--- config.mk ---
export PLATFORM = sky130hd
export DESIGN_NAME = alu_decode_seq
export DESIGN_NICKNAME = d
export VERILOG_FILES = /design/src/rtl/alu_pkg.sv /design/src/rtl/alu_op_decode.sv /design/src/rtl/alu_decode_seq.sv
export SDC_FILE = /design/constraint.sdc
export NUM_CORES = 1
export LEC_CHECK = 0
export BUFFER_PORTS_ARGS = -buffer_cell sky130_fd_sc_hd__buf_4
export CAP_MARGIN = 15
export CORE_UTILIZATION = 30
export DETAILED_ROUTE_END_ITERATION = 16
export PLACE_DENSITY_LB_ADDON = 0.12
export SLEW_MARGIN = 5
export SYNTH_ARGS = -nofsm -noshare
export SYNTH_HDL_FRONTEND = slang
export SYNTH_SLANG_ARGS = --single-unit
export TNS_END_PERCENT = 1
--- constraint.sdc ---
create_clock -name clk -period 4.17 [get_ports clk]
set_input_delay 0.2085 -clock clk [delete_from_list [all_inputs] [get_ports clk]]
set_output_delay 0.2085 -clock clk [all_outputs]
set_load 0.02 [all_outputs]
--- src/rtl/alu_pkg.sv ---
// Shared types for the sequential ALU: op-code enum and FSM states.
// Imported by alu_op_decode and alu_decode_seq.
package alu_pkg;

  localparam int ALU_CTRL_W = 4;

  typedef enum logic [ALU_CTRL_W-1:0] {
    OP_ADD     = 4'd0,
    OP_SUB     = 4'd1,
    OP_OR      = 4'd2,
    OP_AND     = 4'd3,
    OP_XOR     = 4'd4,
    OP_SLT     = 4'd5,
    OP_SLTU    = 4'd6,
    OP_SLL     = 4'd7,
    OP_SRL     = 4'd8,
    OP_SRA     = 4'd9,
    OP_MUL     = 4'd10,
    OP_ILLEGAL = 4'd15
  } alu_ctrl_e;

  typedef enum logic [1:0] {
    ST_IDLE,
    ST_SHIFT,
    ST_MUL,
    ST_DONE
  } state_e;

endpackage

--- src/rtl/alu_op_decode.sv ---
// Combinational ALU control decode from alu_op/opcode/funct3/funct7.
// Ports: opcode, funct3, funct7, alu_op in; alu_control out.
module alu_op_decode
  import alu_pkg::*;
#(
  parameter bit SUPPORT_M = 1'b1
) (
  input  logic [6:0]            opcode,
  input  logic [2:0]            funct3,
  input  logic [6:0]            funct7,
  input  logic [1:0]            alu_op,
  output logic [ALU_CTRL_W-1:0] alu_control
);

  logic m_enc;
  logic sub_enc;
  logic unused_opc;

  // Only opcode[5] (register vs immediate form) matters here.
  assign unused_opc = ^{opcode[6], opcode[4:0]};

  assign m_enc   = (alu_op == 2'b10) && opcode[5] &&
                   (funct7 == 7'b0000001);
  assign sub_enc = opcode[5] && funct7[5];

  alu_ctrl_e op;

  always_comb begin
    op = OP_ILLEGAL;
    unique case (1'b1)
      alu_op == 2'b00: op = OP_ADD;
      alu_op == 2'b01: op = OP_SUB;
      alu_op == 2'b11: op = OP_ILLEGAL;
      m_enc: begin
        op = (SUPPORT_M && funct3 == 3'b000)
           ? OP_MUL : OP_ILLEGAL;
      end
      default: begin
        case (funct3)
          3'b000: op = sub_enc ? OP_SUB : OP_ADD;
          3'b001: op = OP_SLL;
          3'b010: op = OP_SLT;
          3'b011: op = OP_SLTU;
          3'b100: op = OP_XOR;
          3'b101: op = funct7[5] ? OP_SRA : OP_SRL;
          3'b110: op = OP_OR;
          default: op = OP_AND;
        endcase
      end
    endcase
  end

  assign alu_control = op;

endmodule

--- src/rtl/alu_decode_seq.sv ---
// Sequential ALU: decodes a request, runs 1-cycle, bit-serial shift or
// shift-add MUL, holds result until out_ready. Ports: valid/ready in/out.
module alu_decode_seq
  import alu_pkg::*;
#(
  parameter int XLEN      = 32,
  parameter bit SUPPORT_M = 1'b1
) (
  input  logic                  clk,
  input  logic                  reset,
  input  logic                  in_valid,
  output logic                  in_ready,
  input  logic [6:0]            opcode,
  input  logic [2:0]            funct3,
  input  logic [6:0]            funct7,
  input  logic [1:0]            alu_op,
  input  logic [XLEN-1:0]       src_a,
  input  logic [XLEN-1:0]       src_b,
  output logic                  out_valid,
  input  logic                  out_ready,
  output logic [XLEN-1:0]       result,
  output logic [ALU_CTRL_W-1:0] alu_control,
  output logic                  illegal
);

  localparam int SHW = $clog2(XLEN);
  localparam int CW  = SHW + 1;

  logic [ALU_CTRL_W-1:0] dec_ctrl;

  alu_op_decode #(
    .SUPPORT_M (SUPPORT_M)
  ) u_dec (
    .opcode      (opcode),
    .funct3      (funct3),
    .funct7      (funct7),
    .alu_op      (alu_op),
    .alu_control (dec_ctrl)
  );

  state_e          state_q;
  alu_ctrl_e       op_q;
  alu_ctrl_e       ctrl_q;
  logic [XLEN-1:0] a_q;
  logic [XLEN-1:0] b_q;
  logic [XLEN-1:0] acc_q;
  logic [XLEN-1:0] result_q;
  logic [CW-1:0]   cnt_q;
  logic            illegal_q;
  logic            out_valid_q;

  alu_ctrl_e       dec_op;
  logic [SHW-1:0]  shamt;
  logic            is_shift;
  logic [XLEN-1:0] simple_d;
  logic [XLEN-1:0] shift_d;
  logic [XLEN-1:0] acc_d;

  assign dec_op   = alu_ctrl_e'(dec_ctrl);
  assign shamt    = src_b[SHW-1:0];
  assign is_shift = (dec_op == OP_SLL) ||
                    (dec_op == OP_SRL) ||
                    (dec_op == OP_SRA);

  always_comb begin
    simple_d = '0;
    case (dec_op)
      OP_ADD:  simple_d = src_a + src_b;
      OP_SUB:  simple_d = src_a - src_b;
      OP_AND:  simple_d = src_a & src_b;
      OP_OR:   simple_d = src_a | src_b;
      OP_XOR:  simple_d = src_a ^ src_b;
      OP_SLT:  simple_d[0] = $signed(src_a) < $signed(src_b);
      OP_SLTU: simple_d[0] = src_a < src_b;
      default: simple_d = '0;
    endcase
  end

  // One shift step; a_q is the working register in SHIFT.
  always_comb begin
    shift_d = '0;
    case (op_q)
      OP_SLL:  shift_d = a_q << 1;
      OP_SRL:  shift_d = a_q >> 1;
      default: shift_d = {a_q[XLEN-1], a_q[XLEN-1:1]};
    endcase
  end

  // Shift-add: a_q is the shifted multiplicand, b_q the multiplier.
  assign acc_d = acc_q + (b_q[0] ? a_q : '0);

  always_ff @(posedge clk) begin
    if (reset) begin
      state_q     <= ST_IDLE;
      op_q        <= OP_ADD;
      ctrl_q      <= OP_ADD;
      a_q         <= '0;
      b_q         <= '0;
      acc_q       <= '0;
      result_q    <= '0;
      cnt_q       <= '0;
      illegal_q   <= 1'b0;
      out_valid_q <= 1'b0;
    end else begin
      unique case (state_q)
        ST_IDLE: begin
          if (in_valid) begin
            op_q      <= dec_op;
            a_q       <= src_a;
            b_q       <= src_b;
            acc_q     <= '0;
            illegal_q <= 1'b0;
            if (is_shift && shamt != '0) begin
              cnt_q   <= {1'b0, shamt};
              state_q <= ST_SHIFT;
            end else if (is_shift) begin
              result_q    <= src_a;
              ctrl_q      <= dec_op;
              out_valid_q <= 1'b1;
              state_q     <= ST_DONE;
            end else if (dec_op == OP_MUL) begin
              cnt_q   <= CW'(XLEN);
              state_q <= ST_MUL;
            end else begin
              result_q    <= simple_d;
              ctrl_q      <= dec_op;
              illegal_q   <= (dec_op == OP_ILLEGAL);
              out_valid_q <= 1'b1;
              state_q     <= ST_DONE;
            end
          end
        end
        ST_SHIFT: begin
          a_q   <= shift_d;
          cnt_q <= cnt_q - CW'(1);
          if (cnt_q == CW'(1)) begin
            result_q    <= shift_d;
            ctrl_q      <= op_q;
            out_valid_q <= 1'b1;
            state_q     <= ST_DONE;
          end
        end
        ST_MUL: begin
          acc_q <= acc_d;
          a_q   <= a_q << 1;
          b_q   <= b_q >> 1;
          cnt_q <= cnt_q - CW'(1);
          if (cnt_q == CW'(1)) begin
            result_q    <= acc_d;
            ctrl_q      <= op_q;
            out_valid_q <= 1'b1;
            state_q     <= ST_DONE;
          end
        end
        ST_DONE: begin
          if (out_ready) begin
            out_valid_q <= 1'b0;
            state_q     <= ST_IDLE;
          end
        end
        default: state_q <= ST_IDLE;
      endcase
    end
  end

  assign in_ready    = (state_q == ST_IDLE);
  assign out_valid   = out_valid_q;
  assign result      = result_q;
  assign alu_control = ctrl_q;
  assign illegal     = illegal_q;

endmodule

==> flow_summary_export.csv <==
group,metric,value,unit
logic_synthesis,synth_area_per_cell,7.272,µm²
logic_synthesis,syn-num-nets,2293,
clock_tree,cts_made_buffers,17,
global_route,grt_util_all_layers,0.2388,
status,outcome,"finished, final reports clean",
sta,rsz0062_at_grt,"no",
power_and_ir_drop,p_sw,4.109,mW
clock_tree,root_buffer,"clkbuf_16",
floorplanning,die_h,225.1,µm
logic_synthesis,synthDistinctLibCells,92,
cells_and_area,area_growth,15.05,%
global_route,grt_pass1_wl,92150,µm
clock_tree,post_cts_buffers,0,
clock_tree,cts_tree,"built",
floorplanning,coreArea,49050,µm²
sta,finalSetupTns,0,ns
clock_tree,h-tree-depth,4,
global_route,overflow,0,
power_and_ir_drop,clkPwrFrac,0.205,
logic_synthesis,syn-cell-area,14930,µm²
detailed_routing,drt-pass1-iter-count,6,
worst_hold_path,worstHoldStart,"src_b[31]",
worst_setup_path,cp_max_fo,30,
sta,period_needed,3.657,ns
clock_tree,hold_buffers,0,
placement,port_buffers,119,
cells_and_area,diodes,0,
run,maxCapViolations,0,
sta,finalHoldViolations,0,
cells_and_area,fin_nets,2339,
logic_synthesis,async_reset_ff_frac,0,
sta,setup_violations,0,
clock_tree,clk_pin_slew,0.07,ns
floorplanning,ioPinCount,126,
detailed_routing,viasPerCell,5.665,
worst_setup_path,crit_type,"reg -> reg",
clock_tree,clock_latency,0.50,ns
sta,slew_viol_final,0,
logic_synthesis,synth_ff_type,"dfxtp_1",
sta,finClkSkew,0.01375,ns
detailed_routing,wl_per_cell,21.78,µm
sta,maxSlewHeadroom,0.2973,
clock_tree,cts_resized,0,
floorplanning,dieArea,50660,µm²
floorplanning,rows,81,
worst_setup_path,critPathLaunchType,"flop",
power_and_ir_drop,vdd_drop_max,0.2846,mV
floorplanning,initial_utilization,0.3044,
placement,dp.cells,2744,
worst_setup_path,cp.required,4.54,ns
power_and_ir_drop,power_density,495.3,nW/µm²
worst_hold_path,hold_class,"in -> reg",
sta,fmax,273.5,MHz
logic_synthesis,syn_inst,2053,
detailed_routing,initialDrtViolationCount,1541,
worst_setup_path,crit_arrival,4.03,ns
floorplanning,die_x,225.1,µm
placement,place_hpwl,46300,µm
logic_synthesis,ys_seq_elements,146,
power_and_ir_drop,swShare,0.4830,
clock_tree,cts_sinks,146,
logic_synthesis,ys_seq_area_frac,0.1958,
logic_synthesis,synth_edf_count,0,
global_route,antenna_found_initial,0,
logic_synthesis,yosysWarnings,0,
worst_setup_path,reg2reg_from,"b_q[0]",
detailed_routing,wl,60470,µm
power_and_ir_drop,seq_power_share,0.256,
detailed_routing,vias,15730,
sta,finalCritPeriodShare,0.8769,
power_and_ir_drop,comb_power_share,0.539,
power_and_ir_drop,p_int,4.399,mW
global_route,grt_start_max_net_pins,71,
global_route,grt_pass1_vias,14690,
detailed_routing,drc,0,
worst_setup_path,crit_start,"b_q[0]",
power_and_ir_drop,p_leak,7.181,nW
worst_setup_path,crit_path_end_kind,"flop",
cells_and_area,finalNonFillerCells,2776,
cells_and_area,layout-drive-gt1-share,0.1179,
detailed_routing,ant_nets,0,
sta,worst_slew_pin_slew,1.050,ns
clock_tree,clk_path_buf_depth,2,
placement,gp_congestion,0.9338,
==> power by group through the flow <==
stage	Sequential (mW)	Combinational [mW]	Clock [mW]
6_report	2.18	4.58	1.75
3_3_place_gp	2.20	4.51	0
3_5_place_dp	2.20	4.54	0
2_1_floorplan	2.16	2.95	0
4_1_cts	2.18	4.56	1.79
5_1_grt	2.23	5.02	1.84
==> final timing paths <==
kind / end / cells past startpoint / slack, ns
worst min-delay path: b_q[31] / 3 / 0.05
worst max register to register: result[19] / 12 / 0.51
worst min register to register: acc_q[20] / 2 / 0.46
worst max-delay path: result[19] / 12 / 0.51
==> metrics by stage <==
step / utilization / total power, mW / hold slack [ns] / setup slack (ns) / cell area [µm²]
floorplan: - / 5.102 / 0.3807 / 0.9369 / 14930
global placement: 0.3374 / 6.707 / 0.4444 / 0.5310 / 16550
detailed placement: 0.3374 / 6.745 / 0.4517 / 0.5048 / 16550
CTS: 0.3502 / 8.530 / 0.01563 / 0.4637 / 17180
global route: 0.3502 / 9.091 / 0.06953 / 0.05141 / 17180
finish: 0.3502 / 8.508 / 0.05018 / 0.5133 / 17180
==> registers in the layout, indices dropped and copies added (netlist names) <==
register / flops
a_q: 32
illegal: 1
out_valid: 1
state_q: 2
op_q: 4
b_q: 32
alu_control: 4
acc_q: 32
result: 32
cnt_q: 6
==> logic make-up after synthesis <==
kind of cell / synth area share
compound gates: 0.3320
simple gates: 0.2088
fa+ha+maj: 0.1297
buf+inv: 0.06671
xor+xnor: 0.02581
mux: 0.04115
flops: 0.1958
==> critical path: stages, from the launching register on <==
cell       delay, ns
dfxtp_1         0.38
buf_4           0.30
and2_1          0.22
ha_1            0.25
a211oi_1        0.28
o211ai_1        0.17
a21oi_1         0.36
a2bb2oi_1       0.32
o21ai_0         0.21
o31ai_1         0.29
xnor2_1         0.20
a211oi_1        0.15
a2111oi_0       0.40
==> layer usage <==
layer | global-route usage | vias up | wire length, µm
li1 | - | 7594 | -
met1 | 0.3479 | 7560 | 29280
met2 | 0.3660 | 521 | 26800
met3 | 0.03299 | 52 | 3408
met4 | 0.05859 | 0 | 982
met5 | 0 | - | 0
==> layout by cell type, fill, tap and decap left out, types with 58 or more instances in the layout <==
cell type and n:
a21oi_1 214, o21ai_0 106, nor2_1 251, dfxtp_1 146, inv_1 107, ha_1 148, a211oi_1 96, nand2_1 183
mux2i_1 58, buf_4 168
==> cells in the mapped netlist, drive strengths merged, types with 16 or more instances <==
master / n / area (µm²)
buf: 47 / 230.2
a221oi: 36 / 315.3
a31oi: 16 / 100.1
a21o: 32 / 240.2
clkbuf: 96 / 360.4
mux2i: 58 / 580.6
ha: 150 / 1877
dfxtp: 146 / 2923
a22oi: 17 / 127.6
nand2: 183 / 686.9
a2111oi: 18 / 266.5
o21bai: 18 / 135.1
o21ai: 118 / 594.3
inv: 107 / 401.6
and2: 46 / 289.0
nor2: 251 / 942.2
o211ai: 34 / 255.2
nor3: 33 / 170.2
xnor2: 32 / 280.3
a21oi: 217 / 1090
nand3: 49 / 245.2
a211oi: 100 / 770.7
==> final cells by class <==
cell class / count / area, µm²
Clock inverter: 13 / 173.9
Clock buffer: 19 / 452.9
Multi-Input combinational cell: 1656 / 11090
Timing Repair Buffer: 170 / 1301
Inverter: 108 / 405.4
Sequential cell: 146 / 2923
Fill cell: 5322 / 31880
Tap cell: 664 / 830.8
(Power assumes the default switching activity.)
